==> src/rtl/gray_to_rgb565.sv <==
// gray_to_rgb565: streaming expander from 8-bit grayscale to RGB565.
// Each gray value is replicated onto R/G/B, optionally offset by a 2x2
// ordered-dither threshold selected by frame position, then truncated with
// saturation. A one-entry skid buffer behind the output register gives a
// fully registered pixel_in_ready.
//
// Parameters:
//   DITHER          1 = 2x2 ordered dither before truncation, 0 = truncate only
// Ports:
//   clk             rising-edge clock
//   reset           synchronous, active-high
//   pixel_in        gray value
//   pixel_in_valid  input word present
//   pixel_in_sof    first pixel of frame (qualified by valid)
//   pixel_in_eol    last pixel of line (qualified by valid)
//   pixel_in_ready  registered; block accepts this cycle
//   pixel_out       RGB565 {r5, g6, b5}
//   pixel_out_valid output word present
//   pixel_out_sof   sof travelling with pixel_out
//   pixel_out_eol   eol travelling with pixel_out
//   pixel_out_ready downstream accepts
module gray_to_rgb565 #(
   parameter int unsigned DITHER = 1
) (
   input  logic        clk,
   input  logic        reset,
   input  logic [7:0]  pixel_in,
   input  logic        pixel_in_valid,
   input  logic        pixel_in_sof,
   input  logic        pixel_in_eol,
   output logic        pixel_in_ready,
   output logic [15:0] pixel_out,
   output logic        pixel_out_valid,
   output logic        pixel_out_sof,
   output logic        pixel_out_eol,
   input  logic        pixel_out_ready
);

   localparam int unsigned GW = 8;   // gray width
   localparam int unsigned PW = 16;  // RGB565 width
   localparam int unsigned SW = 9;   // dither sum width

   // output register O
   logic          o_valid_q, o_valid_d;
   logic [PW-1:0] o_data_q,  o_data_d;
   logic          o_sof_q,   o_sof_d;
   logic          o_eol_q,   o_eol_d;
   // skid register S
   logic          s_valid_q, s_valid_d;
   logic [PW-1:0] s_data_q,  s_data_d;
   logic          s_sof_q,   s_sof_d;
   logic          s_eol_q,   s_eol_d;
   // position parity and registered ready
   logic          col_par_q, col_par_d;
   logic          row_par_q, row_par_d;
   logic          ready_q,   ready_d;

   logic          row_use, col_use;
   logic [1:0]    m_c;
   logic [SW-1:0] sum5, sum6;
   logic [5:0]    r_sh;
   logic [6:0]    g_sh;
   logic [4:0]    r5;
   logic [5:0]    g6;
   logic [PW-1:0] px_new;
   logic          in_fire, out_fire;

   // Dither index from position; sof forces (0,0) for its own pixel.
   always_comb begin
      row_use = pixel_in_sof ? 1'b0 : row_par_q;
      col_use = pixel_in_sof ? 1'b0 : col_par_q;
      unique case ({row_use, col_use})
         2'b00:   m_c = 2'd0;
         2'b01:   m_c = 2'd2;
         2'b10:   m_c = 2'd3;
         default: m_c = 2'd1;
      endcase
      if (DITHER == 0) m_c = 2'd0;
   end

   // Offset, shift and saturate; the shifted value overflows only when the
   // 9-bit sum reaches 256, i.e. when its top bit is set.
   always_comb begin
      sum5   = SW'(pixel_in) + SW'({m_c, 1'b0});
      sum6   = SW'(pixel_in) + SW'(m_c);
      r_sh   = 6'(sum5 >> 3);
      g_sh   = 7'(sum6 >> 2);
      r5     = r_sh[5] ? 5'd31 : r_sh[4:0];
      g6     = g_sh[6] ? 6'd63 : g_sh[5:0];
      px_new = {r5, g6, r5};
   end

   // Handshake, O/S buffering and position update.
   always_comb begin
      o_valid_d = o_valid_q;
      o_data_d  = o_data_q;
      o_sof_d   = o_sof_q;
      o_eol_d   = o_eol_q;
      s_valid_d = s_valid_q;
      s_data_d  = s_data_q;
      s_sof_d   = s_sof_q;
      s_eol_d   = s_eol_q;
      col_par_d = col_par_q;
      row_par_d = row_par_q;

      in_fire  = pixel_in_valid & ready_q;
      out_fire = o_valid_q & pixel_out_ready;

      if (out_fire) begin
         if (s_valid_q) begin
            o_data_d  = s_data_q;
            o_sof_d   = s_sof_q;
            o_eol_d   = s_eol_q;
            s_valid_d = 1'b0;
         end else begin
            o_valid_d = 1'b0;
         end
      end

      if (in_fire) begin
         // ready_q guarantees S is empty whenever a pixel is accepted
         if (!o_valid_q || (out_fire && !s_valid_q)) begin
            o_valid_d = 1'b1;
            o_data_d  = px_new;
            o_sof_d   = pixel_in_sof;
            o_eol_d   = pixel_in_eol;
         end else begin
            s_valid_d = 1'b1;
            s_data_d  = px_new;
            s_sof_d   = pixel_in_sof;
            s_eol_d   = pixel_in_eol;
         end
         col_par_d = pixel_in_eol ? 1'b0 : ~col_use;
         row_par_d = pixel_in_eol ? ~row_use : row_use;
      end

      ready_d = ~s_valid_d;
   end

   // State registers.
   always_ff @(posedge clk) begin
      if (reset) begin
         o_valid_q <= 1'b0;
         o_data_q  <= '0;
         o_sof_q   <= 1'b0;
         o_eol_q   <= 1'b0;
         s_valid_q <= 1'b0;
         s_data_q  <= '0;
         s_sof_q   <= 1'b0;
         s_eol_q   <= 1'b0;
         col_par_q <= 1'b0;
         row_par_q <= 1'b0;
         ready_q   <= 1'b0;
      end else begin
         o_valid_q <= o_valid_d;
         o_data_q  <= o_data_d;
         o_sof_q   <= o_sof_d;
         o_eol_q   <= o_eol_d;
         s_valid_q <= s_valid_d;
         s_data_q  <= s_data_d;
         s_sof_q   <= s_sof_d;
         s_eol_q   <= s_eol_d;
         col_par_q <= col_par_d;
         row_par_q <= row_par_d;
         ready_q   <= ready_d;
      end
   end

   assign pixel_in_ready  = ready_q;
   assign pixel_out       = o_data_q;
   assign pixel_out_valid = o_valid_q;
   assign pixel_out_sof   = o_sof_q;
   assign pixel_out_eol   = o_eol_q;

endmodule

==> config.mk <==
export PLATFORM = sky130hd
export DESIGN_NAME = gray_to_rgb565
export DESIGN_NICKNAME = d
export VERILOG_FILES = /design/src/rtl/gray_to_rgb565.sv
export SDC_FILE = /design/constraint.sdc
export NUM_CORES = 1
export LEC_CHECK = 0
export BUFFER_PORTS_ARGS = -buffer_cell sky130_fd_sc_hd__buf_2
export CORE_MARGIN = 2
export CORE_UTILIZATION = 55
export CTS_BUF_LIST = sky130_fd_sc_hd__clkbuf_16
export CTS_CLUSTER_SIZE = 10
export DETAILED_ROUTE_END_ITERATION = 6
export PLACE_DENSITY = 0.84
export SYNTH_ARGS = -nofsm -noshare
export SYNTH_HDL_FRONTEND = slang
export SYNTH_SLANG_ARGS = --single-unit
==> constraint.sdc <==
create_clock -name clk -period 1.7 [get_ports clk]
set_input_delay 0.17 -clock clk [delete_from_list [all_inputs] [get_ports clk]]
set_output_delay 0.17 -clock clk [all_outputs]
set_load 0.01 [all_outputs]
Word-level counts from Yosys, hierarchy flattened --
Index checks and enable logic that the tools add are counted.
Storage, ports and cells: register bits 41, input bits 14
Operators by class: mux-type cells 26, eq/ne operators 2, $add $sub $neg 2, reduce and logical (&&, ||, !) cells 6, bitwise logic cells 6
Operator list (number):
- $mux W16 | 4
- $mux W1 | 19
- $add A8 B2 Y9 | 1
- $add A8 B3 Y9 | 1
- $mux W6 | 1
- $pmux W2 S3 | 1
- $mux W5 | 1
- $not A1 Y1 | 4
- $and A1 B1 Y1 | 2
- $eq A2 B1 Y1 const B | 1
- $eq A2 B2 Y1 const B | 1
- $logic_not A1 Y1 | 2
- $logic_not A2 Y1 | 1
- $reduce_and A2 Y1 | 1
- $logic_and A1 B1 Y1 | 1
- $logic_or A1 B1 Y1 | 1

Longest topological paths before layout --
Gate-level depths: netlist of the first run.
depth in word-level cells 7, gate-level depth with buffers 6, depth with buffers taken out 4

Worst setup path after synthesis of the first run --
No wires, ideal clock.
path kind register -> register, start point register row_par_q, end point register s_data_q[11], required time 1605 ps, period minus slack after synthesis 1477 ps, arrival 1381 ps, slack 223 ps, stages on the path, launching flop included 6, path through dfxtp_1 > buf_6 > nor2b_1 > o21a_1 > or4b_1 > o311ai_1
Between the ends: longest elaborated chain between the ends 5
Ends and longest elaborated chain:
- start, declared | line 55 | logic row_par_q, row_par_d;
- start signal, assigned | line 164 | row_par_q <= row_par_d;
- $mux W1 (*) | line 70 | row_use = pixel_in_sof ? 1'b0 : row_par_q;
- $eq A2 B2 Y1, or another cell as far along | line 72 | unique case ({row_use, col_use})
- $pmux W2 S3 (*) | line 72
- $add A8 B3 Y9 (*) | line 84 | sum5 = SW'(pixel_in) + SW'({m_c, 1'b0});
- $mux W5 (*) | line 88 | r5 = r_sh[5] ? 5'd31 : r_sh[4:0];
- end signal, assigned | line 160 | s_data_q <= s_data_d;
- end, declared | line 50 | logic [PW-1:0] s_data_q, s_data_d;
Mark *: on every way between the ends. The rest lies on a longest branch, timed or not. A chain may end at the register's enable or synchronous reset.

Final worst setup path of the first run --
start point register s_valid_q, end point register o_data_q[0] (netlist: pixel_out[0])
Between the ends: longest elaborated chain between the ends 5
Ends and longest elaborated chain:
- start, declared | line 49 | logic s_valid_q, s_valid_d;
- start signal, assigned | line 159 | s_valid_q <= s_valid_d;
- $logic_not A1 Y1 | line 122 | if (!o_valid_q || (out_fire && !s_valid_q)) begin
- $logic_and A1 B1 Y1 | line 122
- $logic_or A1 B1 Y1 | line 122
- $mux W16 | line 122
- $mux W16 (*) | line 120 | if (in_fire) begin
- end signal, assigned | line 156 | o_data_q <= o_data_d;
- end, declared | line 45 | logic [PW-1:0] o_data_q, o_data_d;
Marks and branches as above.

==> impl_metrics.prom, run 1 <==
# TYPE chip_impl_metric gauge
chip_impl_info{name="run_status",value="complete, no violations"} 1
chip_impl_metric{name="fraction_of_power_consumed_by_sequential_logic",unit=""} 0.441
chip_impl_metric{name="postLayoutCoreUtil",unit=""} 0.697
chip_impl_info{name="setup.worst_path.class",value="flip-flop to flip-flop"} 1
chip_impl_metric{name="hold_ws",unit="ps"} 195
chip_impl_metric{name="synthesis.area",unit="um2"} 1960
chip_impl_metric{name="placement_rows",unit=""} 21
chip_impl_metric{name="wl",unit="um"} 5390
chip_impl_metric{name="power.share.switching",unit=""} 0.260
chip_impl_metric{name="synth_cell_types",unit=""} 45
chip_impl_metric{name="detail_route.first_pass.iterations",unit=""} 5
chip_impl_metric{name="async_flop_share",unit=""} 0
chip_impl_metric{name="ctsResizeCount",unit=""} 0
chip_impl_info{name="synth.largest_area_cell",value="sky130_fd_sc_hd__dfxtp_1"} 1
chip_impl_metric{name="ios",unit=""} 34
chip_impl_metric{name="drv_cap",unit=""} 0
chip_impl_metric{name="clock_skew",unit="ps"} 1.47
chip_impl_metric{name="final.setup.tns",unit="ps"} 0
chip_impl_metric{name="die-height",unit="um"} 63.7
chip_impl_metric{name="tritoncts.num_buffers",unit=""} 5
chip_impl_metric{name="groute.usage.overall",unit=""} 0.283
chip_impl_metric{name="ys.warnings.count",unit=""} 0
chip_impl_metric{name="first_pass_grt_wire_length",unit="um"} 8960
chip_impl_metric{name="start_util",unit=""} 0.578
chip_impl_metric{name="timing.critical_path.required",unit="ps"} 1850
chip_impl_metric{name="drt-wirelength-per-cell",unit="um"} 16.6
chip_impl_info{name="critical_path.reg2reg.startpoint",value="s_valid_q"} 1
chip_impl_metric{name="power.ir.vdd_worst",unit="mV"} 0.546
chip_impl_metric{name="gpl.final_weighted_congestion",unit=""} 0.945
chip_impl_info{name="topRoutingLayerUsed",value="met4"} 1
chip_impl_metric{name="timing.critical_path.arrival",unit="ps"} 1760
chip_impl_info{name="cp-start-kind",value="flip-flop"} 1
chip_impl_info{name="critPathCaptureType",value="flip-flop"} 1
chip_impl_metric{name="route.antenna.remaining_nets",unit=""} 0
chip_impl_metric{name="detailroute.via_count",unit=""} 2096
chip_impl_metric{name="clkLatencyLatePin",unit="ps"} 280
chip_impl_metric{name="cellInternalPower",unit="W"} 0.00153
chip_impl_metric{name="postSynthCellCount",unit=""} 241
chip_impl_metric{name="final_layout_size_suffix_gt1_frac",unit=""} 0.280
chip_impl_metric{name="area_growth",unit="%"} 20.6
chip_impl_metric{name="drt-initial-drc-count",unit=""} 202
chip_impl_metric{name="antennaDiodeCount",unit=""} 0
chip_impl_metric{name="timing.final.max_slew_violations",unit=""} 0
chip_impl_metric{name="reg2reg_setup_slack",unit="ps"} 90
chip_impl_info{name="timing.hold.worst.start",value="pixel_in_eol"} 1
chip_impl_metric{name="synth.yosys.seq_area_share",unit=""} 0.368
chip_impl_metric{name="die-width",unit="um"} 63.7
chip_impl_metric{name="cts_sinks",unit=""} 36
chip_impl_metric{name="layout.filler_cells",unit=""} 269
chip_impl_metric{name="vias_in_the_first_global_route",unit=""} 1904
chip_impl_metric{name="synth-edff-count",unit=""} 0
chip_impl_metric{name="remaining_drc_errors",unit=""} 0
chip_impl_metric{name="wl_met3",unit="um"} 417
chip_impl_metric{name="cts.clk_slew.worst_paths",unit="ps"} 50
chip_impl_metric{name="synthesized_flop_and_latch_total",unit=""} 36
chip_impl_info{name="synth.area.top_cells",value="sky130_fd_sc_hd__dfxtp_1 (37%), sky130_fd_sc_hd__nand2_1 (5.6%), sky130_fd_sc_hd__a211oi_1 (3.8%), sky130_fd_sc_hd__nand3_1 (3.3%), sky130_fd_sc_hd__o21ai_0 (3.1%)"} 1
chip_impl_info{name="grt_setup_unrepaired",value="false"} 1
chip_impl_metric{name="pin_count_of_the_biggest_net_entering_global_routing",unit=""} 24
chip_impl_metric{name="core",unit="um2"} 3390
chip_impl_metric{name="largest_reg_flops",unit=""} 16
chip_impl_metric{name="relSlewSlack",unit=""} 0.699
chip_impl_metric{name="power.clock.fraction",unit=""} 0.411
chip_impl_info{name="ys_top_cells_by_count",value="sky130_fd_sc_hd__dfxtp_1 (36), sky130_fd_sc_hd__nand2_1 (29), sky130_fd_sc_hd__nor2_1 (14)"} 1
chip_impl_info{name="cts_root_buf",value="sky130_fd_sc_hd__clkbuf_16"} 1
chip_impl_metric{name="worstHoldPathCells",unit=""} 3
chip_impl_metric{name="leakage",unit="nW"} 0.916
chip_impl_metric{name="met2_length",unit="um"} 2510
chip_impl_metric{name="fin_ws",unit="ps"} 88.4
chip_impl_metric{name="die-area",unit="um2"} 4050
chip_impl_metric{name="mappedNetlistNets",unit=""} 255
chip_impl_metric{name="num-nets-final",unit=""} 293
chip_impl_metric{name="cts_post_setup_buffers_inserted",unit=""} 0
chip_impl_info{name="whs_endpoint",value="s_eol_q"} 1
chip_impl_metric{name="combinationalPowerShare",unit=""} 0.148
chip_impl_info{name="top_count_cell_post_synth",value="sky130_fd_sc_hd__dfxtp_1"} 1
chip_impl_metric{name="detailedPlace.worstSlack",unit="ps"} 78.1
chip_impl_metric{name="total_of_hold_buffers_inserted_after_clock_tree_synthesis",unit=""} 0
chip_impl_metric{name="synth_area_per_cell",unit="um2"} 8.13
chip_impl_metric{name="clk_path_buf_depth",unit=""} 2
chip_impl_metric{name="report.final.setup_viol",unit=""} 0
chip_impl_info{name="timing.hold.worst.class",value="input port to flip-flop"} 1
chip_impl_metric{name="power.density_cell_area",unit="nW/um2"} 878
chip_impl_metric{name="grt-ovfl-total",unit=""} 0
chip_impl_info{name="tritoncts",value="done"} 1
chip_impl_metric{name="met1_length",unit="um"} 2380
chip_impl_metric{name="detailedPlacementHpwl",unit="um"} 3740
chip_impl_metric{name="finalHoldViolCount",unit=""} 0
chip_impl_metric{name="htreeDepth",unit=""} 2
chip_impl_metric{name="numPortBuffers",unit=""} 33
chip_impl_metric{name="worst_pin_slew",unit="ps"} 447
chip_impl_metric{name="fin_crit_sh",unit=""} 0.948
chip_impl_metric{name="post-route-min-period",unit="ps"} 1610
chip_impl_info{name="crit-reg2reg-capture",value="pixel_out[0]"} 1
chip_impl_info{name="dominantRegCellSynth",value="sky130_fd_sc_hd__dfxtp_1"} 1
chip_impl_metric{name="total_switching_power",unit="W"} 0.000540
chip_impl_metric{name="max_freq",unit="MHz"} 621
chip_impl_metric{name="yosysTopAreaCellShare",unit=""} 0.368
chip_impl_metric{name="r2r.worst_path.cells",unit=""} 4
chip_impl_metric{name="avgViaCountPerCell",unit=""} 6.45
chip_impl_metric{name="antenna_violations_before_repair",unit=""} 0
chip_impl_metric{name="crit_path_max_fanout",unit=""} 13
## critical path: stages (launching register included)
cell and delay [ps]:
sky130_fd_sc_hd__dfxtp_1 340, sky130_fd_sc_hd__nand2b_1 210, sky130_fd_sc_hd__a21o_2 340, sky130_fd_sc_hd__nor4_1 470, sky130_fd_sc_hd__nor3_1 100
## cell type report
class                           count  area, um2  area share
Timing Repair Buffer               49        289       0.122
Sequential cell                    36        724       0.307
Tap cell                           46       57.6      0.0244
Inverter                            3       11.3     0.00477
Clock inverter                      2       7.51     0.00318
Clock buffer                        5        125      0.0530
Multi-Input combinational cell    184       1150       0.486
## power groups by stage
| stage | Sequential [W] | Combinational (W) | Clock [W] |
|---|---|---|---|
| finish | 0.000914 | 0.000307 | 0.000853 |
| global route | 0.000920 | 0.000338 | 0.000892 |
| CTS | 0.000913 | 0.000300 | 0.000862 |
| detailed placement | 0.000930 | 0.000295 | 0 |
| global placement | 0.000928 | 0.000291 | 0 |
| floorplan | 0.000937 | 0.000179 | 0 |
## metal layers
| layer | up-vias | GRT usage |
|---|---|---|
| li1 | 997 | - |
| met1 | 1004 | 0.360 |
| met2 | 87 | 0.436 |
| met3 | 8 | 0.0714 |
| met4 | 0 | 0.155 |
| met5 | - | 0 |
## worst max path at each step
stage | from | to | slack (ps) | cells past startpoint
2_1_floorplan | row_par_q | s_data_q[11] | 220 | 5
3_3_place_gp | s_valid_q | pixel_out[11] | 80 | 4
3_5_place_dp | s_valid_q | pixel_out[0] | 80 | 4
4_1_cts | s_valid_q | pixel_out[0] | 70 | 4
5_1_grt | s_valid_q | s_data_q[12] | 6 | 4
6_report | s_valid_q | pixel_out[0] | 90 | 4
## layout by cell type, fill, tap and decap left out, types with 4 or more instances in the layout
cell,synthesis,routed
sky130_fd_sc_hd__a211oi_1,10,10
sky130_fd_sc_hd__a21oi_1,10,10
sky130_fd_sc_hd__a311oi_1,6,6
sky130_fd_sc_hd__a31o_1,4,4
sky130_fd_sc_hd__a31oi_1,6,6
sky130_fd_sc_hd__and3_1,7,5
sky130_fd_sc_hd__buf_2,7,33
sky130_fd_sc_hd__buf_4,2,15
sky130_fd_sc_hd__clkbuf_16,0,5
sky130_fd_sc_hd__dfxtp_1,36,33
sky130_fd_sc_hd__mux2_2,5,5
sky130_fd_sc_hd__nand2_1,29,29
sky130_fd_sc_hd__nand2b_1,4,4
sky130_fd_sc_hd__nand3_1,13,13
sky130_fd_sc_hd__nand4_1,5,5
sky130_fd_sc_hd__nor2_1,14,14
sky130_fd_sc_hd__nor3_1,11,11
sky130_fd_sc_hd__nor4_1,7,6
sky130_fd_sc_hd__o21ai_0,12,12
sky130_fd_sc_hd__o31ai_1,5,5
## stage by stage
stage | cell area, um2 | instances | total power [W]
5_1_grt | 2360 | 325 | 0.00215
3_5_place_dp | 2200 | 318 | 0.00123
4_1_cts | 2330 | 325 | 0.00207
3_3_place_gp | 2200 | 318 | 0.00122
6_report | 2360 | 325 | 0.00207
2_1_floorplan | 1960 | 241 | 0.00112
## kinds of logic after synthesis
kind of cell,Yosys count,share of synthesized area
and+or+nand+nor,105,0.280
muxes,5,0.0288
AOI/OAI and AO/OA,74,0.267
buffers and inverters,21,0.0562
DFF,36,0.368
No activity file was read; power rests on OpenSTA's default activity.
==> run 2, diff against run 1 <==
--- a/config.mk
+++ b/config.mk
@@ -7,11 +7,11 @@
 export LEC_CHECK = 0
 export BUFFER_PORTS_ARGS = -buffer_cell sky130_fd_sc_hd__buf_2
 export CORE_MARGIN = 2
-export CORE_UTILIZATION = 55
+export CORE_UTILIZATION = 51
 export CTS_BUF_LIST = sky130_fd_sc_hd__clkbuf_16
 export CTS_CLUSTER_SIZE = 10
 export DETAILED_ROUTE_END_ITERATION = 6
-export PLACE_DENSITY = 0.84
+export PLACE_DENSITY = 0.79
 export SYNTH_ARGS = -nofsm -noshare
 export SYNTH_HDL_FRONTEND = slang
 export SYNTH_SLANG_ARGS = --single-unit
==> impl_metrics.prom, run 2 (synthesis results as in run 1) <==
# TYPE chip_impl_metric gauge
chip_impl_metric{name="timing.critical_path.required",unit="ps"} 1890
chip_impl_metric{name="first_pass_grt_wire_length",unit="um"} 8880
chip_impl_metric{name="design_power_total",unit="W"} 0.00209
chip_impl_metric{name="grtUsageMet3",unit=""} 0.0630
chip_impl_metric{name="power.ir.vdd_worst",unit="mV"} 0.451
chip_impl_info{name="critPathCaptureType",value="flip-flop"} 1
chip_impl_info{name="timing.critical_path.from",value="s_valid_q"} 1
chip_impl_metric{name="leakage",unit="nW"} 0.917
chip_impl_metric{name="area_growth",unit="%"} 20.1
chip_impl_metric{name="timing.final.max_slew_violations",unit=""} 0
chip_impl_metric{name="drt-initial-drc-count",unit=""} 162
chip_impl_metric{name="largest_stage_delay_worst_path",unit="ps"} 550
chip_impl_metric{name="groute.usage.overall",unit=""} 0.269
chip_impl_info{name="setup.worst_path.class",value="flip-flop to flip-flop"} 1
chip_impl_info{name="layout.cells.most_common",value="sky130_fd_sc_hd__dfxtp_1"} 1
chip_impl_metric{name="numPortBuffers",unit=""} 33
chip_impl_metric{name="pin_count_of_the_biggest_net_entering_global_routing",unit=""} 24
chip_impl_metric{name="finalHoldViolCount",unit=""} 0
chip_impl_metric{name="antenna_violations_before_repair",unit=""} 0
chip_impl_info{name="grt_setup_unrepaired",value="true"} 1
chip_impl_metric{name="route.antenna.remaining_nets",unit=""} 0
chip_impl_info{name="timing.hold.worst.start",value="pixel_in_eol"} 1
chip_impl_metric{name="vias_in_the_first_global_route",unit=""} 1879
chip_impl_info{name="cpLargestDelayFamily",value="simple AND/OR/NAND/NOR gates"} 1
chip_impl_metric{name="worst_pin_slew",unit="ps"} 490
chip_impl_metric{name="relSlewSlack",unit=""} 0.673
chip_impl_metric{name="detail_route.first_pass.iterations",unit=""} 5
chip_impl_metric{name="crit_path_max_fanout",unit=""} 6
chip_impl_metric{name="cts_sinks",unit=""} 36
chip_impl_metric{name="clkLatencyLatePin",unit="ps"} 280
chip_impl_metric{name="die-height",unit="um"} 66.0
chip_impl_info{name="tritoncts",value="done"} 1
chip_impl_info{name="run_status",value="complete, no violations"} 1
chip_impl_metric{name="die-area",unit="um2"} 4350
chip_impl_info{name="critical_path.slowest_cell",value="sky130_fd_sc_hd__or4b_1"} 1
chip_impl_metric{name="antennaDiodeCount",unit=""} 0
chip_impl_metric{name="fin_crit_sh",unit=""} 0.934
chip_impl_metric{name="detailedPlacementHpwl",unit="um"} 3720
chip_impl_metric{name="postLayoutCoreUtil",unit=""} 0.638
chip_impl_metric{name="tritoncts.num_buffers",unit=""} 5
chip_impl_metric{name="final_layout_size_suffix_gt1_frac",unit=""} 0.269
chip_impl_metric{name="wl",unit="um"} 5300
chip_impl_metric{name="gpl.final_weighted_congestion",unit=""} 0.999
chip_impl_metric{name="avgViaCountPerCell",unit=""} 6.21
chip_impl_metric{name="post-route-min-period",unit="ps"} 1590
chip_impl_info{name="critical_path.reg2reg.startpoint",value="s_valid_q"} 1
chip_impl_metric{name="cts.clk_slew.worst_paths",unit="ps"} 50
chip_impl_metric{name="power.density_cell_area",unit="nW/um2"} 887
chip_impl_metric{name="die-width",unit="um"} 66.0
chip_impl_metric{name="start_util",unit=""} 0.531
chip_impl_metric{name="core",unit="um2"} 3690
chip_impl_info{name="cts_root_buf",value="sky130_fd_sc_hd__clkbuf_16"} 1
chip_impl_metric{name="detailroute.via_count",unit=""} 2030
chip_impl_info{name="top_usage_layer",value="met2"} 1
chip_impl_info{name="worstPathCellList",value="nand2b_1 > nand4_1 > or4b_1 > o311ai_1"} 1
chip_impl_info{name="layout_common_cells",value="sky130_fd_sc_hd__dfxtp_1 (36), sky130_fd_sc_hd__buf_2 (33), sky130_fd_sc_hd__nand2_1 (29), sky130_fd_sc_hd__buf_4 (15), sky130_fd_sc_hd__nor2_1 (14)"} 1
chip_impl_metric{name="clock_skew",unit="ps"} 3.50
chip_impl_metric{name="drt-wirelength-per-cell",unit="um"} 16.2
chip_impl_metric{name="max_freq",unit="MHz"} 630
chip_impl_metric{name="largest_reg_flops",unit=""} 16
chip_impl_metric{name="ios",unit=""} 34
chip_impl_metric{name="timing.critical_path.arrival",unit="ps"} 1770
chip_impl_metric{name="report.final.setup_viol",unit=""} 0
chip_impl_metric{name="clk_path_buf_depth",unit=""} 2
chip_impl_metric{name="htreeDepth",unit=""} 2
chip_impl_metric{name="drv_cap",unit=""} 0
chip_impl_metric{name="placement_rows",unit=""} 22
chip_impl_metric{name="num-nets-final",unit=""} 292
chip_impl_metric{name="remaining_drc_errors",unit=""} 0
chip_impl_metric{name="critical_path_buf_inv_count",unit=""} 0
chip_impl_info{name="cp-start-kind",value="flip-flop"} 1
chip_impl_metric{name="grtUsageMet2",unit=""} 0.426
chip_impl_metric{name="grt-ovfl-total",unit=""} 0
chip_impl_metric{name="grt.met1_usage",unit=""} 0.353
chip_impl_info{name="timing.hold.worst.class",value="input port to flip-flop"} 1
-- run 2: routing by layer --
metal | vias up | part of all wire
met5 | - | 0
met4 | 0 | 0.022
met3 | 12 | 0.072
met2 | 94 | 0.47
met1 | 935 | 0.44
li1 | 989 | -
-- run 2: metrics by stage --
step / hold WS [ps] / instance area [um2] / setup TNS (ps) / setup slack (ps) / cells
floorplan: 306 / 1960 / 0 / 223 / 241
global placement: 443 / 2200 / 0 / 123 / 319
detailed placement: 449 / 2200 / 0 / 128 / 319
CTS: 184 / 2340 / 0 / 95.7 / 327
global route: 191 / 2350 / -11.2 / -11.2 / 327
finish: 185 / 2350 / 0 / 113 / 327
-- run 2: power breakdown --
part | internal, W | switching, W | leakage [nW]
sequential | 0.000885 | 0.0000249 | 0.294
combinational | 0.000122 | 0.000183 | 0.551
clock | 0.000532 | 0.000339 | 0.0710
-- run 2: worst paths after layout --
path | endpoint | cells past startpoint | slack [ps]
setup / recovery | s_data_q[11] | 4 | 110
hold / removal | s_eol_q | 3 | 180
hold reg to reg | s_eol_q | 2 | 460
setup reg to reg | s_data_q[11] | 4 | 110
-- run 2: cell type report --
type,instances,area [um2]
Fill cell,348,1340
Multi-Input combinational cell,184,1140
Sequential cell,36,721
Timing Repair Buffer,48,278
Clock buffer,5,125
Tap cell,48,60.1
Clock inverter,3,13.8
Inverter,3,11.3
-- run 2: timing repair --
action / in CTS / in global routing
setup buffers: 0 / 0
endpoints found under the hold margin: 0 / 0
hold buffers: 0 / 0
endpoints found under the setup margin: 0 / 8
gates resized for setup: 0 / 5
-- run 2: worst register-to-register path, cell delays in order (launching register included) --
cell	delay, ps
sky130_fd_sc_hd__dfxtp_1	380
sky130_fd_sc_hd__nand2b_1	220
sky130_fd_sc_hd__nand4_1	250
sky130_fd_sc_hd__or4b_1	550
sky130_fd_sc_hd__o311ai_1	100
